===== src/rtl/serial_adder_pkg.sv =====
// Shared constants and state encoding for the bit-serial adder.
// Latency: none (declarations only).
// Backpressure: not applicable.
package serial_adder_pkg;

  // Default operand and sum width
  localparam int DEFAULT_WIDTH = 8;

  // Controller states
  typedef enum logic [1:0] {
    ST_IDLE = 2'b00,
    ST_RUN  = 2'b01,
    ST_DONE = 2'b10
  } state_t;

endpackage


===== src/rtl/serial_adder_fa.sv =====
// One-bit full adder assembled from two-input gate primitives.
// Latency: purely combinational.
// Backpressure: none; the outputs follow the inputs.

// Two-input XOR primitive
module serial_adder_xor2 (
  input  logic a,
  input  logic b,
  output logic y
);
  assign y = a ^ b;
endmodule

// Two-input AND primitive
module serial_adder_and2 (
  input  logic a,
  input  logic b,
  output logic y
);
  assign y = a & b;
endmodule

// Two-input OR primitive
module serial_adder_or2 (
  input  logic a,
  input  logic b,
  output logic y
);
  assign y = a | b;
endmodule

// s = a ^ b ^ ci ; co = (a & b) | (ci & (a ^ b))
module serial_adder_fa (
  input  logic a,
  input  logic b,
  input  logic ci,
  output logic s,
  output logic co
);

  logic half_sum;   // a ^ b, shared by the sum and the propagate term
  logic gen;        // a & b
  logic prop;       // ci & (a ^ b)

  serial_adder_xor2 u_xor_ab  (.a(a),        .b(b),    .y(half_sum));
  serial_adder_xor2 u_xor_sum (.a(half_sum), .b(ci),   .y(s));
  serial_adder_and2 u_and_gen (.a(a),        .b(b),    .y(gen));
  serial_adder_and2 u_and_prp (.a(ci),       .b(half_sum), .y(prop));
  serial_adder_or2  u_or_co   (.a(gen),      .b(prop), .y(co));

endmodule


===== src/rtl/serial_adder.sv =====
// Bit-serial WIDTH-bit adder: one bit pair per clock through a single full adder.
// Latency: done pulses in the cycle after the WIDTH-th edge following the accept edge.
// Backpressure: start is only honoured in IDLE; requests in RUN/DONE are dropped.
module serial_adder
  import serial_adder_pkg::*;
#(
  parameter int WIDTH = DEFAULT_WIDTH
) (
  input  logic             clk,
  input  logic             reset,
  input  logic             start,
  input  logic [WIDTH-1:0] a,
  input  logic [WIDTH-1:0] b,
  input  logic             cin,
  output logic             busy,
  output logic             done,
  output logic [WIDTH-1:0] sum,
  output logic             cout
);

  localparam int CW = (WIDTH > 1) ? $clog2(WIDTH) : 1;
  localparam logic [CW-1:0] LAST_BIT = CW'(WIDTH - 1);

  // A one-bit datapath cannot hold the accumulator slice used below
  if (WIDTH < 2) begin : g_bad_width
    $error("serial_adder: WIDTH must be at least 2");
  end

  state_t           state;
  logic [WIDTH-1:0] a_sh;     // operand A, LSB is the bit in flight
  logic [WIDTH-1:0] b_sh;     // operand B, LSB is the bit in flight
  logic [WIDTH-1:0] acc;      // partial sum, filled from the MSB downward
  logic             carry;    // carry between consecutive bit positions
  logic [CW-1:0]    cnt;      // index of the bit being processed

  logic             fa_s;
  logic             fa_co;

  // The single shared full adder sees the current bit pair and the stored carry
  serial_adder_fa u_fa (
    .a  (a_sh[0]),
    .b  (b_sh[0]),
    .ci (carry),
    .s  (fa_s),
    .co (fa_co)
  );

  // Controller, datapath and registered outputs in one sequential block
  always_ff @(posedge clk) begin
    if (reset) begin
      state <= ST_IDLE;
      a_sh  <= '0;
      b_sh  <= '0;
      acc   <= '0;
      carry <= 1'b0;
      cnt   <= '0;
      busy  <= 1'b0;
      done  <= 1'b0;
      sum   <= '0;
      cout  <= 1'b0;
    end else begin
      case (state)
        ST_IDLE: begin
          done <= 1'b0;
          if (start) begin
            a_sh  <= a;
            b_sh  <= b;
            carry <= cin;
            cnt   <= '0;
            busy  <= 1'b1;
            state <= ST_RUN;
          end
        end

        ST_RUN: begin
          // After WIDTH shifts bit 0 of the result has reached acc[0]
          acc   <= {fa_s, acc[WIDTH-1:1]};
          carry <= fa_co;
          a_sh  <= a_sh >> 1;
          b_sh  <= b_sh >> 1;
          cnt   <= cnt + CW'(1);
          if (cnt == LAST_BIT) begin
            // Publish the result including the bit produced on this edge
            sum   <= {fa_s, acc[WIDTH-1:1]};
            cout  <= fa_co;
            busy  <= 1'b0;
            done  <= 1'b1;
            state <= ST_DONE;
          end
        end

        ST_DONE: begin
          // Single-cycle pulse; start is not looked at here
          done  <= 1'b0;
          state <= ST_IDLE;
        end

        default: begin
          busy  <= 1'b0;
          done  <= 1'b0;
          state <= ST_IDLE;
        end
      endcase
    end
  end

endmodule


===== config.mk =====
export PLATFORM = sky130hd
export DESIGN_NAME = serial_adder
export DESIGN_NICKNAME = d
export VERILOG_FILES = /design/src/rtl/serial_adder_pkg.sv /design/src/rtl/serial_adder_fa.sv /design/src/rtl/serial_adder.sv
export SDC_FILE = /design/constraint.sdc
export NUM_CORES = 1
export LEC_CHECK = 0
export ABC_AREA = 1
export BUFFER_PORTS_ARGS = -buffer_cell sky130_fd_sc_hd__buf_2
export CORE_UTILIZATION = 25
export DETAILED_ROUTE_END_ITERATION = 7
export PLACE_DENSITY_LB_ADDON = 0.12
export SYNTH_ARGS = -nofsm -noshare
export SYNTH_HDL_FRONTEND = slang
export SYNTH_SLANG_ARGS = --single-unit

===== constraint.sdc =====
create_clock -name clk -period 4 [get_ports clk]
set_input_delay 0.8 -clock clk [delete_from_list [all_inputs] [get_ports clk]]
set_output_delay 0.8 -clock clk [all_outputs]
set_load 0.05 [all_outputs]

# Yosys cells after proc, flatten, opt, wreduce, memory -nomap -nowiden
# Index checks and enable logic that the tools add are counted.
# op_classes
bitwise	7
add_sub_neg	1
n_eq_ne	5
reduce_logical	7
mux	14
# ops
op	n
8-bit one-hot mux with 2 select lines	2
8-bit 2-to-1 mux	2
3-bit one-hot mux with 2 select lines	1
2-bit AND reduction	3
2-bit 2-to-1 mux	2
2-bit inequality test (second input constant)	2
2-bit one-hot mux with 2 select lines	1
3-bit by 1-bit adder with 3-bit output (second input constant)	1
3-bit equality test (second input constant)	1
1-bit 2-to-1 mux	3
3-bit 2-to-1 mux	1
1-bit one-hot mux with 3 select lines	1
3-bit AND reduction	1
1-bit AND	2
2-bit by 1-bit equality test with 1-bit output (second input constant)	1
2-bit equality test (second input constant)	1
2-bit zero test	1
1-bit NOT	2
1-bit one-hot mux with 2 select lines	1
2-bit nonzero test	1
2-bit OR reduction	1
1-bit bitwise XOR	2
1-bit OR	1
# word_totals
word_cells	44
regBits	41
inputBits	20

# Depth between registers and ports, before layout
# logic_depth
depth_word	4
ltp_mapped	7
mapped_depth_nobuf	7

# Cells and area by module
# A second synthesis with hierarchy kept.
# hier_totals
hier_cells	275
hier_area_um2	1910.6
# modules_own_cells
module	area_each_um2	cells_each	n_inst
serial_adder	1846.8	258	1
serial_adder_xor2	18.8	5	2
serial_adder_and2	7.5	2	2
serial_adder_or2	11.3	3	1

# Worst setup path after synthesis
# OpenSTA, ideal clock, no wires.
# synth_path
path_type	input -> register
start	in reset
end	reg a_sh[0]
n_path_buf	2
slack_ps	2515
path_stages	7
arrival_time_ps	1367
setup_time_ps	118
cell_sequence	buf_2 -> inv_1 -> buf_4 -> nand2_1 -> inv_1 -> nand2_1 -> nor2_1
# synth_lines
item	line_no	rtl
start, declared	serial_adder.sv:10	input logic reset,
end signal, assigned	serial_adder.sv:79	a_sh <= a_sh >> 1;
end, declared	serial_adder.sv:30	logic [WIDTH-1:0] a_sh;

# Final worst setup path
# layout_path
start	reg state[0]
end	reg sum[2]
# layout_via
elab_chain_cells	2
# layout_rtl
item	line_no	rtl
start, declared	serial_adder.sv:29	state_t state;
start signal, assigned	serial_adder.sv:51	state <= ST_IDLE;
start signal, assigned	serial_adder.sv:71	state <= ST_RUN;
start signal, assigned	serial_adder.sv:88	state <= ST_DONE;
2-bit by 1-bit equality test with 1-bit output	serial_adder.sv:62	case (state)
2-bit AND reduction (no source line)	-	
end signal, assigned	serial_adder.sv:84	sum <= {fa_s, acc[WIDTH-1:1]};
end, declared	serial_adder.sv:17	output logic [WIDTH-1:0] sum,
# No other way between the ends.
# A chain may end at the register's enable or synchronous reset.

==> impl_metrics.ini <==
[detailed_routing]
routedWlPerCell_um = 11.5
avgViaCountPerCell = 4.31
first_pass_iters = 4
drc = 0
drtIter0Drc = 73
vias = 1621
drt-total-wl_mm = 4.32
postRouteAntennaNets = 0

[critical_path]
end_kind = flop
critPathRequiredTime_ps = 4190
crit_chain = inv_2, nor2_4, nand2_1, nand3_1, nand2_1
slowest_stage = dfxtp_1
crit_type = reg2reg
critPathMostFrequentCell = nand2_1
cp-start-kind = flop
slowest_delay_ps = 770
worst-path-max-fanout = 32
cp.arrival_ps = 2450

[yosys]
synthArstFlopShare = 0
yosys.area_share.simple = 0.351
synth_cells = 259
synth-seq-cells = 40
synth_ff_type = dfxtp_1
muxShareOfSynthArea = 0
synth_area_um2 = 1840
yosys_warnings = 0
synth.avg_cell_area_um2 = 7.12
syn_nets = 282
synth_compound_area_frac = 0.0570
synth-edff-count = 0
synth_top_family_by_area = simple AND/OR/NAND/NOR gates
netlist-cell-type-count = 19
ys_seq_area_frac = 0.434
synth_xor_area_frac = 0
synth_adder_area_share = 0.0244

[cts]
cts_tree = yes
hold_buffers = 0
cts.sink_count = 40
clkTransAtPathRegs_ps = 80
cts_resized = 0
cts_root_buffer = clkbuf_8
cts_setup_buffers = 0
cts_buffers = 5
clk_latency_ps = 290
htree_levels = 2
clockBufferDepth = 2

[timing]
fmax_mhz = 443
fin_skew_ps = 4.24
finalMaxSlewViolations = 0
tns_ps = 0
worst_slew_pin_slew_ps = 959
period_needed_ps = 2260
slew_headroom = 0.360
finalCritPeriodShare = 0.565
rsz0062_at_grt = no
hold_slack_ps = 465
hold_viol_final = 0
setup_violations = 0

[placed_design]
portBuffers = 30
hpwlAfterDp_mm = 2.71
place_congestion = 0.701

[run]
maxCapViolations = 0

[power_and_ir_drop]
comb_power_share = 0.113
p_int_uw = 706
p_per_area_nw_per_um2 = 438
pwr-share-seq = 0.467
p_switching_uw = 226
ir_worst_vdd_mv = 0.138
power.share.clock = 0.420
leakage_uw = 0.00103
swShare = 0.243

[floorplanning]
initial_utilization = 0.266
ios = 31
fp-row-count = 30
die_area_um2 = 7720
die_h_um = 87.9
die_w_um = 87.9
core_um2 = 6940

[global_route]
grt_pass1_wl_mm = 7.52
grt_overflow = 0
antenna_found_initial = 0
grt_pass1_vias = 1569
grtUsageTotal = 0.127
grt_max_degree = 36

[final_layout]
syn_to_final_growth_pct = 15.5
nets = 303
final_layout_size_suffix_gt1_frac = 0.150
diodes = 0
layout_commonest_cell = nand2_1
layout_common_cells = 48 x nand2_1, 43 x nand3_1, 40 x dfxtp_1

[outcome]
status = finished clean

[min_path]
hold_path_class = reg2reg
[synthesized netlist by cell type (2+ instances only)]
master,instances,share of area
a21oi_1,10,0.027
buf_6,2,0.012
o21ai_0,10,0.027
buf_2,4,0.011
nor3_1,16,0.043
nand2_4,2,0.012
ha_1,2,0.014
nor2_1,31,0.063
nand3b_1,3,0.012
inv_2,2,0.0041
dfxtp_1,40,0.43
nand3_1,43,0.12
inv_1,33,0.067
nand2_1,48,0.098
buf_4,9,0.037
[layer usage]
metal	track usage	vias to the layer above	routed length, µm
li1	-	854	-
met1	0.169	730	2220
met2	0.199	30	1870
met3	0.0292	7	170
met4	0.0492	0	65
met5	0	-	0
[registers in the layout, summed over array words and instances (netlist names)]
signal	flops
a_sh	8
b_sh	8
sum	8
acc	7
cnt	3
state	2
busy	1
carry	1
cout	1
done	1
[area by class of cell]
class	instances	area, µm²
Clock buffer	5	68.8
Clock inverter	2	60.1
Fill cell	784	4810
Inverter	35	131
Multi-Input combinational cell	168	798
Sequential cell	40	801
Tap cell	96	120
Timing Repair Buffer	30	150
[power by group through the flow]
| stage | Combinational (µW) | Clock (µW) | Sequential (µW) |
|---|---|---|---|
| after floorplan | 88.5 | 0 | 441 |
| after global placement | 108 | 0 | 445 |
| after detailed placement | 107 | 0 | 445 |
| after CTS | 108 | 406 | 436 |
| after global routing | 124 | 417 | 439 |
| final | 105 | 392 | 436 |
[metrics by stage]
| step | cell area (µm²) | power [µW] | std cells | setup slack (ps) | utilization |
|---|---|---|---|---|---|
| CTS | 2130 | 950 | 376 | 1660 | 0.307 |
| floorplan | 1840 | 529 | 259 | 2510 | - |
| global placement | 2000 | 553 | 369 | 1690 | 0.288 |
| finish | 2130 | 932 | 376 | 1740 | 0.307 |
| detailed placement | 2000 | 552 | 369 | 1670 | 0.288 |
| global route | 2130 | 980 | 376 | 1420 | 0.307 |
[cell families (layout without fill, tap and decap cells)]
logic type	Yosys count	after routing
compound gates	21	21
fa+ha+maj	3	3
buf+inv	51	72
flops	40	40
simple gates	144	144
[worst max-delay path, delay by kind of cell (launching register included)]
family	cells	cell delay (ps)
flip-flops	1	770
AND/OR/NAND/NOR	4	1230
buffers and inverters	1	160
[path summary, 6_finish.rpt]
check | start | to | slack, ps | depth (start not counted)
min | sum[0] | sum[0] | 460 | 2
max | state[0] | sum[2] | 1740 | 5
min reg2reg | sum[0] | sum[0] | 460 | 2
max reg2reg | state[0] | sum[2] | 1740 | 5
(Power assumes the default switching activity.)
